--- src/rtl/pipe_stall_ctrl_pkg.sv ---
// -----------------------------------------------------------------------------
// pipe_pkg
// Shared definitions for the load-use stall sequencer and its neighbours:
//   stall_st_t : sequencer state (IDLE, WAIT, RELEASE)
//   REG_ZERO   : hard-wired zero register, never a real hazard source
//   OP_LW      : load-word opcode as seen by the decode stage
//   NOP_CTRL   : ID/EX control word of a bubble (every control bit cleared)
// -----------------------------------------------------------------------------
package pipe_pkg;

  typedef enum logic [1:0] {
    IDLE    = 2'd0,
    WAIT    = 2'd1,
    RELEASE = 2'd2
  } stall_st_t;

  localparam logic [3:0] REG_ZERO = 4'h0;
  localparam logic [3:0] OP_LW    = 4'b1000;

  typedef struct packed {
    logic       reg_write;
    logic       mem_read;
    logic       mem_write;
    logic       alu_src;
    logic [3:0] alu_op;
  } idex_ctrl_t;

  localparam idex_ctrl_t NOP_CTRL = '0;

endpackage

--- src/rtl/pipe_stall_ctrl_sat_counter.sv ---
// -----------------------------------------------------------------------------
// sat_counter
// Up-counter that sticks at all-ones instead of wrapping.
// Parameters: W - counter width
// Ports:
//   clk   in  : clock, rising edge
//   rst_n in  : asynchronous active-low reset, clears the count
//   inc   in  : count up this cycle (ignored once saturated)
//   clear in  : synchronous clear, wins over inc
//   value out : current count
// -----------------------------------------------------------------------------
module sat_counter
  import pipe_pkg::*;
#(
  parameter int W = 16
) (
  input  logic         clk,
  input  logic         rst_n,
  input  logic         inc,
  input  logic         clear,
  output logic [W-1:0] value
);

  logic [W-1:0] value_q;
  logic [W-1:0] value_d;

  always_comb begin
    value_d = value_q;
    if (clear) begin
      value_d = '0;
    end else if (inc && (value_q != '1)) begin
      value_d = value_q + 1'b1;
    end
  end

  always_ff @(posedge clk or negedge rst_n) begin
    if (!rst_n) begin
      value_q <= '0;
    end else begin
      value_q <= value_d;
    end
  end

  assign value = value_q;

endmodule

--- src/rtl/pipe_stall_ctrl.sv ---
// -----------------------------------------------------------------------------
// pipe_stall_ctrl
// Load-use stall sequencer. Turns a hazard-unit stall request on a load into
// held PC / IF/ID enables plus an ID/EX bubble, waits for the load's register
// write-back, then pulses write_done for one cycle so the hazard unit drops
// its request.
//
// Optional feature macro: PIPE_STALL_TIMEOUT_EN
//   When defined, a WAIT lasting MAX_STALL cycles without the matching
//   write-back is released anyway and the sticky timeout_err flag is set.
//
// Parameters: MAX_STALL (1..15) WAIT cycles before forced release,
//             CNT_W width of the stall-cycle performance counter.
// Ports:
//   clk, rst_n                 : clock, asynchronous active-low reset
//   hz_pc_stall/ifid/idex      : stall requests from the hazard unit
//   e_isLoad, e_wreg           : EX-stage load flag and destination register
//   w_wen, w_waddr             : write-back register-file write port
//   pc_en, ifid_en             : pipeline register enables
//   idex_bubble                : load a NOP into ID/EX
//   write_done                 : one-cycle release pulse to the hazard unit
//   stall_busy                 : sequencer is waiting for the write-back
//   stall_cycles               : saturating count of cycles with pc_en low
//   timeout_err (feature only) : sticky forced-release flag
// -----------------------------------------------------------------------------
module pipe_stall_ctrl
  import pipe_pkg::*;
#(
  parameter int MAX_STALL = 7,
  parameter int CNT_W     = 16
) (
  input  logic             clk,
  input  logic             rst_n,
  input  logic             hz_pc_stall,
  input  logic             hz_ifid_stall,
  input  logic             hz_idex_stall,
  input  logic             e_isLoad,
  input  logic [3:0]       e_wreg,
  input  logic             w_wen,
  input  logic [3:0]       w_waddr,
  output logic             pc_en,
  output logic             ifid_en,
  output logic             idex_bubble,
  output logic             write_done,
  output logic             stall_busy,
  output logic [CNT_W-1:0] stall_cycles
`ifdef PIPE_STALL_TIMEOUT_EN
  ,
  output logic             timeout_err
`endif
);

  // Wide enough to hold MAX_STALL-1; wraps harmlessly when no timeout is used.
  localparam int WCNT_W = $clog2(MAX_STALL + 1);

  stall_st_t          state_q, state_d;
  logic [3:0]         pend_reg_q, pend_reg_d;
  logic [WCNT_W-1:0]  wait_cnt_q, wait_cnt_d;
  logic               write_done_q, write_done_d;
  logic               req;
  logic               match;

  assign req   = (hz_pc_stall | hz_ifid_stall | hz_idex_stall) & e_isLoad &
                 (e_wreg != REG_ZERO);
  assign match = w_wen & (w_waddr == pend_reg_q);

`ifdef PIPE_STALL_TIMEOUT_EN
  localparam logic [WCNT_W-1:0] WAIT_LAST = WCNT_W'(MAX_STALL - 1);
  logic timeout_q, timeout_d;
`endif

  always_comb begin
    state_d      = state_q;
    pend_reg_d   = pend_reg_q;
    wait_cnt_d   = wait_cnt_q;
    write_done_d = 1'b0;
    pc_en        = 1'b1;
    ifid_en      = 1'b1;
    idex_bubble  = 1'b0;
`ifdef PIPE_STALL_TIMEOUT_EN
    timeout_d    = timeout_q;
`endif
    unique case (state_q)
      IDLE: begin
        // Zero-latency stall: the request itself holds the pipe this cycle.
        pc_en       = ~req;
        ifid_en     = ~req;
        idex_bubble = req;
        if (req) begin
          pend_reg_d = e_wreg;
          wait_cnt_d = '0;
          state_d    = WAIT;
        end
      end
      WAIT: begin
        pc_en       = 1'b0;
        ifid_en     = 1'b0;
        idex_bubble = 1'b1;
        if (match) begin
          state_d      = RELEASE;
          write_done_d = 1'b1;
`ifdef PIPE_STALL_TIMEOUT_EN
        end else if (wait_cnt_q == WAIT_LAST) begin
          state_d      = RELEASE;
          write_done_d = 1'b1;
          timeout_d    = 1'b1;
`endif
        end else begin
          wait_cnt_d = wait_cnt_q + 1'b1;
        end
      end
      RELEASE: begin
        // Enables are already high; a request seen here is re-evaluated in IDLE.
        state_d = IDLE;
      end
      default: begin
        state_d = IDLE;
      end
    endcase
  end

  always_ff @(posedge clk or negedge rst_n) begin
    if (!rst_n) begin
      state_q      <= IDLE;
      pend_reg_q   <= REG_ZERO;
      wait_cnt_q   <= '0;
      write_done_q <= 1'b0;
    end else begin
      state_q      <= state_d;
      pend_reg_q   <= pend_reg_d;
      wait_cnt_q   <= wait_cnt_d;
      write_done_q <= write_done_d;
    end
  end

`ifdef PIPE_STALL_TIMEOUT_EN
  always_ff @(posedge clk or negedge rst_n) begin
    if (!rst_n) begin
      timeout_q <= 1'b0;
    end else begin
      timeout_q <= timeout_d;
    end
  end

  assign timeout_err = timeout_q;
`endif

  // write_done is set on the WAIT->RELEASE transition, so it is high exactly
  // for the single RELEASE cycle.
  assign write_done = write_done_q;
  assign stall_busy = (state_q == WAIT);

  sat_counter #(
    .W (CNT_W)
  ) u_stall_cnt (
    .clk   (clk),
    .rst_n (rst_n),
    .inc   (~pc_en),
    .clear (1'b0),
    .value (stall_cycles)
  );

endmodule

--- config.mk ---
export PLATFORM = sky130hd
export DESIGN_NAME = pipe_stall_ctrl
export DESIGN_NICKNAME = d
export VERILOG_FILES = /design/src/rtl/pipe_stall_ctrl_pkg.sv /design/src/rtl/pipe_stall_ctrl_sat_counter.sv /design/src/rtl/pipe_stall_ctrl.sv
export SDC_FILE = /design/constraint.sdc
export NUM_CORES = 1
export LEC_CHECK = 0
export BUFFER_PORTS_ARGS = -buffer_cell sky130_fd_sc_hd__buf_2
export CAP_MARGIN = 20
export CORE_MARGIN = 1.5
export CORE_UTILIZATION = 49
export CTS_CLUSTER_DIAMETER = 40
export DETAILED_ROUTE_END_ITERATION = 12
export GPL_TIMING_DRIVEN = 0
export PLACE_DENSITY = 0.85
export REMOVE_ABC_BUFFERS = 1
export SLEW_MARGIN = 0
export SYNTH_ARGS = -nofsm -noshare
export SYNTH_HDL_FRONTEND = slang
export SYNTH_SLANG_ARGS = --single-unit
--- constraint.sdc ---
create_clock -name clk -period 2.5 [get_ports clk]
set_input_delay 0.125 -clock clk [delete_from_list [all_inputs] [get_ports clk]]
set_output_delay 0.125 -clock clk [all_outputs]
set_load 0.05 [all_outputs]
==> run summary, run 1 <==
Dominant cell type by area after synthesis -> dfrtp_1
Iter 0 DRT Violations -> 16
CTS Root Cell -> clkbuf_4
Worst vdd ir -> 0.938 mV
H-Tree Depth -> 1
Arrival time worst endpoint -> 2.32 ns
Clock latency on the worst-skew pair -> 0.32 ns
Gr usage total -> 0.204
Starting Density -> 0.521
Register bit total from synthesis -> 23
Vias in the first global route -> 905
Clock Skews -> 0.00330 ns
CP Max Fanout -> 6
Worst slew pin tran -> 0.539 ns
TritonCTS clock tree -> done
HPWL after detailed placement -> 1.69 mm
Fin. Hold Viols -> 0
Core Area -> 2210 um2
Area growth, synth to finish -> 20.5%
Clock slew at reported path FFs -> 0.13 ns
Number of port buffers -> 35
Standard-cell rows -> 17
Post-synth top cells -> dfrtp_1 (23), nand4_1 (10), xor2_1 (10)
Power Dens Cells -> 1170 nW/um2
Routed vias -> 931
Filler cells -> 202
Critical Path Start -> u_stall_cnt.value[0]$_DFFE_PN0P_
Post-CTS Setup Bufs -> 0
Router iterations before antenna repair -> 4
Initial antenna violation count -> 0
Minimum clock period -> 2.10 ns
CTS sink count -> 23
Required time of the critical path -> 2.72 ns
Num ports -> 36
Layout cells sized above 1 -> 0.345
Die area -> 2650 um2
Max-Slew Margin vs Limit -> 0.638
Inst Count DP -> 165
Gp weighted congestion -> 0.851
Worst Setup End Kind -> register
Final period util -> 0.840
Routed Antenna Nets -> 0
Sequential area share after synthesis -> 0.499
Die Ht -> 51.5 um
Main synth FF type -> dfrtp_1
Pin count of the biggest net entering global routing -> 24
Remaining DRCs -> 0
Vias per cell -> 5.48
Status -> completed
Post-synth EDFFs -> 0
Top post-synthesis cells by area -> dfrtp_1 (50%), xor2_1 (7.6%), nand4_1 (5.4%), xnor2_1 (5.3%), mux2_2 (3.9%)
Final WL -> 2.20 mm
Fmax achieved -> 0.476 GHz
R2R Path Start -> u_stall_cnt.value[0]$_DFFE_PN0P_
Grt ovf -> 0
Slew Limit Fails -> 0
First-pass GRT wire length -> 3.95 mm
Wire length per cell -> 12.9 um
Async set or reset register ratio after synthesis -> 1.00
Setup TNS -> 0 ns
Synth Warn # -> 0
CTS Buf Count -> 3
Syn Area/Cell -> 11.1 um2
Die Wd -> 51.5 um
Most instantiated library cell after synthesis -> dfrtp_1
Final non-filler cell total -> 170
Worst setup SP type -> register
Mapped Area -> 1150 um2
Nets -> 159
# diodes -> 0
Post-synthesis cell type count -> 27
Final setup vio count -> 0
CP Class -> register to register
Hold WC Path Type -> primary input to register
Post-synth top area share -> 0.499
Max-cap violations -> 0
HP Start -> e_wreg[1]
Leakage -> 0.000636 uW
Cells after Synth -> 104
RSZ-0062 raised after global routing -> no
Bufs on Longest Clock Path -> 2
where the power goes:
| part | internal (uW) | switching, uW |
|---|---|---|
| sequential | 492 | 138 |
| clock | 60.0 | 115 |
| combinational | 248 | 576 |
critical path, stage by stage, from the launching register on:
cell     delay (ns)
dfrtp_1        0.44
ha_1           0.28
nand4_1        0.27
nor4_2         0.60
nor2_2         0.10
mux2_4         0.31
cells in the final DEF, fill, tap and decap left out:
cell / count
nor2_1: 6
xnor2_1: 7
clkinv_2: 1
nor2b_1: 2
nand4_1: 10
clkbuf_4: 3
xor2_1: 10
nand2_1: 7
and2_1: 1
dlygate4sd3_1: 1
nor4_2: 1
inv_4: 1
nor3b_1: 1
mux2_1: 2
nand3_1: 8
nor4_1: 2
mux2_4: 1
or4_4: 1
buf_2: 35
nand4b_1: 1
a31oi_4: 1
dfrtp_1: 23
mux2_2: 4
ha_1: 1
nor2_2: 1
or3_1: 2
nor4b_1: 1
and4_1: 1
nor3_1: 7
what timing repair did:
| item | CTS | global route |
|---|---|---|
| resized for setup | 0 | 0 |
| hold buffers | 1 | 0 |
| hold endpoints to repair | 23 | 0 |
through the flow:
| step | power [uW] | utilization | area, um2 | setup slack, ns | hold slack [ns] |
|---|---|---|---|---|---|
| after floorplan | 1270 | - | 1140 | 0.00434 | -0.171 |
| after global placement | 1430 | 0.611 | 1350 | 0.460 | 0.117 |
| after detailed placement | 1460 | 0.611 | 1350 | 0.420 | 0.124 |
| after CTS | 1640 | 0.628 | 1390 | 0.393 | 0.0391 |
| after global routing | 1740 | 0.628 | 1390 | 0.191 | 0.0391 |
| final | 1630 | 0.628 | 1390 | 0.400 | 0.0462 |
state kept, by name, indices dropped and copies added (netlist names):
| signal | cells |
|---|---|
| state_q | 2 |
| pend_reg_q | 4 |
| write_done | 1 |
| u_stall_cnt.value | 16 |
path summary, 6_finish.rpt:
path / endpoint / slack, ns / depth (start not counted)
worst max-delay path: u_stall_cnt.value[1]$_DFFE_PN0P_ / 0.40 / 5
worst min-delay path: pend_reg_q[1]$_DFFE_PN0P_ / 0.05 / 2
min in group asynchronous: u_stall_cnt.value[2]$_DFFE_PN0P_ / 0.28 / 2
worst min register to register: write_done$_DFF_PN0_ / 0.49 / 1
max in group asynchronous: u_stall_cnt.value[11]$_DFFE_PN0P_ / 1.89 / 2
worst max register to register: u_stall_cnt.value[1]$_DFFE_PN0P_ / 0.40 / 5
per-layer routing:
layer	wire length [um]	global-route usage	up-vias
met5	0	0	-
met4	59	0.123	0
met3	104	0.0374	7
met2	1080	0.306	28
met1	958	0.277	440
li1	-	-	456
kinds of logic after synthesis:
kind of cell | after synthesis | share of synthesized area
AO/OA/AOI/OAI | 1 | 0.0185
XOR/XNOR | 17 | 0.129
adder cells (fa/ha/maj) | 1 | 0.0109
buffers and inverters | 3 | 0.0152
flip-flops | 23 | 0.499
multiplexers | 7 | 0.0717
AND/OR/NAND/NOR | 52 | 0.255
cell type report:
type	instances	area, um2	area share
flip-flops and latches	23	576	0.414
clock buffers	3	22.5	0.0162
multi-input cells	78	559	0.403
inverters	1	6.26	0.00450
repair buffers	36	185	0.133
clock inverters	1	5.00	0.00360
well taps	28	35.0	0.0252
(Power assumes the default switching activity.)
==> run 2, diff against run 1 <==
Clock period 2.5 ns to 2.19 ns, I/O delays scaled along.
==> run summary, run 2 (synthesized netlist as in run 1, its figures left out) <==
Worst Setup End Kind -> register
Post-CTS Setup Bufs -> 0 (unchanged)
Setup TNS -> 0 ns (unchanged)
Leakage -> 0.000652 uW (+2.5%)
H-Tree Depth -> 1 (unchanged)
Starting Density -> 0.521 (unchanged)
CP Class -> register to register
CP Max Fanout -> 6 (unchanged)
Final setup vio count -> 0 (unchanged)
Max reg flops -> 16 (unchanged)
Cell Chain, Critical Path -> ha_1, nand4_1, nor4_4, nor2_2, mux2_4
Router iterations before antenna repair -> 4 (unchanged)
Routed Antenna Nets -> 0 (unchanged)
CTS sink count -> 23 (unchanged)
Status -> completed
Fin. Hold Viols -> 0 (unchanged)
Layout cells sized above 1 -> 0.345 (unchanged)
Gp weighted congestion -> 0.851 (unchanged)
Number of port buffers -> 35 (unchanged)
Worst vdd ir -> 1.07 mV (+15%)
Worst setup SP type -> register
Clock slew at reported path FFs -> 0.13 ns (about the same)
PnR worst setup slack -> 0.182 ns (-0.217 ns)
Vias per cell -> 5.57 (+1.7%)
Die area -> 2650 um2 (unchanged)
Minimum clock period -> 2.01 ns (-0.0927 ns)
Filler cells -> 202 (unchanged)
Commonest non-fill, non-tap cell in the layout -> buf_2
Routed vias -> 947 (+1.7%)
Wire length per cell -> 13.2 um (+2.0%)
Delay of the slowest critical-path stage -> 0.50 ns (-0.10 ns)
Most frequent cells in the layout -> buf_2 (35), dfrtp_1 (23), xor2_1 (10), nand4_1 (10), nand3_1 (8)
Standard-cell rows -> 17 (unchanged)
Worst Path Buf+Inv -> 0 (unchanged)
Required time of the critical path -> 2.41 ns (-0.31 ns)
Final period util -> 0.917 (+0.0766)
# diodes -> 0 (unchanged)
Num ports -> 36 (unchanged)
Final WL -> 2.25 mm (+2.0%)
TritonCTS clock tree -> done
Worst hold slack -> 0.0311 ns (-0.0152 ns)
Arrival time worst endpoint -> 2.23 ns (-0.09 ns)
Initial antenna violation count -> 0 (unchanged)
Clock latency on the worst-skew pair -> 0.32 ns (about the same)
Pin count of the biggest net entering global routing -> 24 (unchanged)
Die Ht -> 51.5 um (unchanged)
Core Area -> 2210 um2 (unchanged)
Max-Slew Margin vs Limit -> 0.674 (+0.0359)
Gr usage total -> 0.204 (unchanged)
Max-cap violations -> 0 (unchanged)
Worst slack, placed -> 0.110 ns (-0.310 ns)
First-pass GRT wire length -> 3.95 mm (unchanged)
Worst slew pin tran -> 0.485 ns (-0.0538 ns)
CTS Root Cell -> clkbuf_4
Die Wd -> 51.5 um (unchanged)
Iter 0 DRT Violations -> 18 (+2)
Bufs on Longest Clock Path -> 2 (unchanged)
Crit-path slowest cell -> nor4_4
Area growth, synth to finish -> 21.3%
CTS Buf Count -> 3 (unchanged)
Clock Skews -> 0.00215 ns (-0.00114 ns)
Nets -> 159 (unchanged)
Vias in the first global route -> 905 (unchanged)
Hold WC Path Type -> primary input to register
Top Family by Delay on Critical Path -> simple AND/OR/NAND/NOR gates
Total Power -> 1860 uW (+14%)
HPWL after detailed placement -> 1.69 mm (unchanged)
Slew Limit Fails -> 0 (unchanged)
Grt ovf -> 0 (unchanged)
Fmax achieved -> 0.498 GHz (+4.6%)
DP Area -> 1350 um2 (unchanged)
Remaining DRCs -> 0 (unchanged)
Power Dens Cells -> 1330 nW/um2 (+14%)
Post-route cell area -> 1400 um2 (+0.63%)
run 2: cell types whose count changed in the layout (fill, tap and decap cells not counted):
cell,previous run,this run
nor4_4,0,1
nor4_2,1,0
run 2: worst paths after layout:
path | from | endpoint | slack, ns | depth (start not counted)
min in group asynchronous | rst_n | u_stall_cnt.value[2]$_DFFE_PN0P_ | 0.27 | 2
max | u_stall_cnt.value[0]$_DFFE_PN0P_ | u_stall_cnt.value[1]$_DFFE_PN0P_ | 0.18 | 5
max reg2reg | u_stall_cnt.value[0]$_DFFE_PN0P_ | u_stall_cnt.value[1]$_DFFE_PN0P_ | 0.18 | 5
min | e_wreg[1] | pend_reg_q[1]$_DFFE_PN0P_ | 0.03 | 2
max in group asynchronous | rst_n | pend_reg_q[1]$_DFFE_PN0P_ | 1.59 | 2
min reg2reg | state_q[1]$_DFFE_PN0P_ | write_done$_DFF_PN0_ | 0.49 | 1
run 2: repair_timing:
item | CTS | global route
hold endpoints to repair | 23 | 0
setup endpoints to repair | 0 | 4
hold buffers | 1 | 0
resized for setup | 0 | 1
run 2: layout make-up:
class,count,area (um2),area share
clock inverter,1,5.00,0.00358
tap,28,35.0,0.0251
inverter,1,6.26,0.00448
multi-input combinational,78,568,0.406
sequential,23,576,0.412
timing repair buffer,36,185,0.132
clock buffer,3,22.5,0.0161
run 2: power breakdown:
part	internal [uW]	switching (uW)
combinational	283	657
sequential	562	157
clock	68.5	136
run 2: layer usage:
| metal | routed length (um) | up-vias | track usage |
|---|---|---|---|
| met5 | 0 | - | 0 |
| met3 | 133 | 8 | 0.0374 |
| met2 | 1100 | 36 | 0.306 |
| met4 | 43 | 0 | 0.123 |
| met1 | 969 | 449 | 0.277 |
| li1 | - | 454 | - |
run 2: through the flow:
stage / cells / utilization
floorplan: 102 / -
global placement: 165 / 0.611
detailed placement: 165 / 0.611
CTS: 170 / 0.628
global route: 170 / 0.632
finish: 170 / 0.632
==> run 3, diff against run 2 <==
Settings changed: CORE_ASPECT_RATIO set to 0.75.
==> run summary, run 3 (synthesized netlist as in run 1, its figures left out) <==
Final Util -> 0.662 (+0.0301)
Crit-path slowest cell -> nor4_4
Status -> completed
Fin. Hold Viols -> 0 (unchanged)
Max reg flops -> 16 (unchanged)
# diodes -> 0 (unchanged)
Required time of the critical path -> 2.40 ns (about the same)
Leakage -> 0.000649 uW (-0.42%)
Die Ht -> 45.0 um (-13%)
Logic gate share of total power -> 0.507 (+0.002)
Clock slew at reported path FFs -> 0.12 ns (about the same)
Router iterations before antenna repair -> 4 (unchanged)
Max-Slew Margin vs Limit -> 0.645 (-0.0290)
CP Max Fanout -> 6 (unchanged)
Worst slew pin tran -> 0.528 ns (+0.0431 ns)
Clock Skews -> 0.00230 ns (+0.000148 ns)
Vias in the first global route -> 897 (-0.88%)
Final period util -> 0.930 (+0.0135)
Max-cap violations -> 0 (unchanged)
Num ports -> 36 (unchanged)
Number of port buffers -> 35 (unchanged)
Nets -> 159 (unchanged)
TritonCTS clock tree -> done
Arrival time worst endpoint -> 2.24 ns (about the same)
Final non-filler cell total -> 166 (-2.4%)
Final WL -> 2.31 mm (+2.6%)
Grt ovf -> 0 (unchanged)
Worst setup SP type -> register
Die Wd -> 59.0 um (+15%)
Commonest non-fill, non-tap cell in the layout -> buf_2
Initial antenna violation count -> 0 (unchanged)
Cell Chain, Critical Path -> ha_1, nand4_1, nor4_4, nor2_2, mux2_4
Gp weighted congestion -> 0.817 (-4.0%)
Slew Limit Fails -> 0 (unchanged)
Vias per cell -> 5.61 (+0.79%)
Starting Density -> 0.548 (+0.0273)
Most frequent cells in the layout -> buf_2 (35), dfrtp_1 (23), xor2_1 (10), nand4_1 (10), nand3_1 (8)
Reg power frac -> 0.389 (+0.003)
Worst vdd ir -> 0.937 mV (-13%)
Bufs on Longest Clock Path -> 2 (unchanged)
RSZ-0062 raised after global routing -> no
Fmax achieved -> 0.491 GHz (-1.5%)
Sw Share -> 0.508 (-0.00121)
Die area -> 2650 um2 (+0.10%)
Wire length per cell -> 13.9 um (+5.1%)
Remaining DRCs -> 0 (unchanged)
Area growth, synth to finish -> 20.7%
Internal power -> 916 uW (+0.21%)
HPWL after detailed placement -> 1.77 mm (+4.9%)
Top Family by Delay on Critical Path -> simple AND/OR/NAND/NOR gates
Layout cells sized above 1 -> 0.338 (-0.00704)
Routed vias -> 932 (-1.6%)
Worst Setup End Kind -> register
Gr usage total -> 0.198 (-0.00684)
Worst slack, placed -> 0.0781 ns (-0.0321 ns)
Psw -> 947 uW (-0.27%)
Minimum clock period -> 2.04 ns (+0.0296 ns)
Iter 0 DRT Violations -> 32 (+14)
CTS Root Cell -> clkbuf_4
Clock share of power -> 0.104 (-0.006)
First-pass GRT wire length -> 3.93 mm (-0.68%)
Core Area -> 2100 um2 (-5.0%)
PnR worst setup slack -> 0.153 ns (-0.0296 ns)
H-Tree Depth -> 1 (unchanged)
Hold WC Path Type -> primary input to register
Standard-cell rows -> 14 (-3)
Delay of the slowest critical-path stage -> 0.50 ns (about the same)
CTS Buf Count -> 3 (unchanged)
Routed Antenna Nets -> 0 (unchanged)
CP Class -> register to register
Power Dens Cells -> 1340 nW/um2 (+0.42%)
CTS sink count -> 23 (unchanged)
Worst Path Buf+Inv -> 0 (unchanged)
Clock latency on the worst-skew pair -> 0.31 ns (about the same)
Inst Count DP -> 161 (-2.4%)
Final setup vio count -> 0 (unchanged)
Pin count of the biggest net entering global routing -> 24 (unchanged)
[run 3: through the flow]
step	hold slack [ns]	power [uW]	TNS (ns)	cell area [um2]
finish	0.0490	1860	0	1390
global route	0.0407	1970	0	1390
CTS	0.0420	1870	0	1380
detailed placement	0.105	1680	0	1350
global placement	0.0942	1640	0	1350
floorplan	-0.186	1440	-1.64	1140
[run 3: metal layers]
metal  vias to the layer above  GRT usage  part of all wire
met5                         -          0                 0
met3                         2     0.0630             0.056
met2                        27      0.324              0.48
met1                       446      0.255              0.46
met4                         0     0.0545            0.0035
li1                        457          -                 -
[run 3: power groups by stage]
stage / Clock, uW / Combinational, uW / Sequential [uW]
floorplan: 0 / 445 / 1000
global route: 214 / 1010 / 747
finish: 194 / 945 / 724
detailed placement: 0 / 948 / 729
CTS: 201 / 950 / 722
global placement: 0 / 928 / 712
[run 3: cell type report]
| cell class | count | area [um2] |
|---|---|---|
| Fill cell | 176 | 711 |
| Sequential cell | 23 | 576 |
| Multi-Input combinational cell | 78 | 568 |
| Timing Repair Buffer | 36 | 185 |
| Tap cell | 24 | 30.0 |
| Clock buffer | 4 | 26.3 |
| Inverter | 1 | 6.26 |
[run 3: final timing paths]
kind,start,end,slack (ns),cells past startpoint
max,u_stall_cnt.value[0]$_DFFE_PN0P_,u_stall_cnt.value[1]$_DFFE_PN0P_,0.15,5
min,e_wreg[1],pend_reg_q[1]$_DFFE_PN0P_,0.05,2
max reg2reg,u_stall_cnt.value[0]$_DFFE_PN0P_,u_stall_cnt.value[1]$_DFFE_PN0P_,0.15,5
min reg2reg,state_q[1]$_DFFE_PN0P_,state_q[1]$_DFFE_PN0P_,0.49,1
max in group asynchronous,rst_n,pend_reg_q[2]$_DFFE_PN0P_,1.58,2
min in group asynchronous,rst_n,pend_reg_q[1]$_DFFE_PN0P_,0.28,2
[run 3: worst register-to-register path, stage by stage (launching register included)]
cell and delay, ns:
dfrtp_1 0.46, ha_1 0.28, nand4_1 0.30, nor4_4 0.50, nor2_2 0.09, mux2_4 0.30
[run 3: timing repair]
| item | 4_1_cts | 5_1_grt |
|---|---|---|
| buffers inserted | 0 | 0 |
| endpoints found under the hold margin | 23 | 0 |
| hold buffers | 1 | 0 |
| resized for setup | 0 | 1 |
| endpoints found under the setup margin | 0 | 4 |
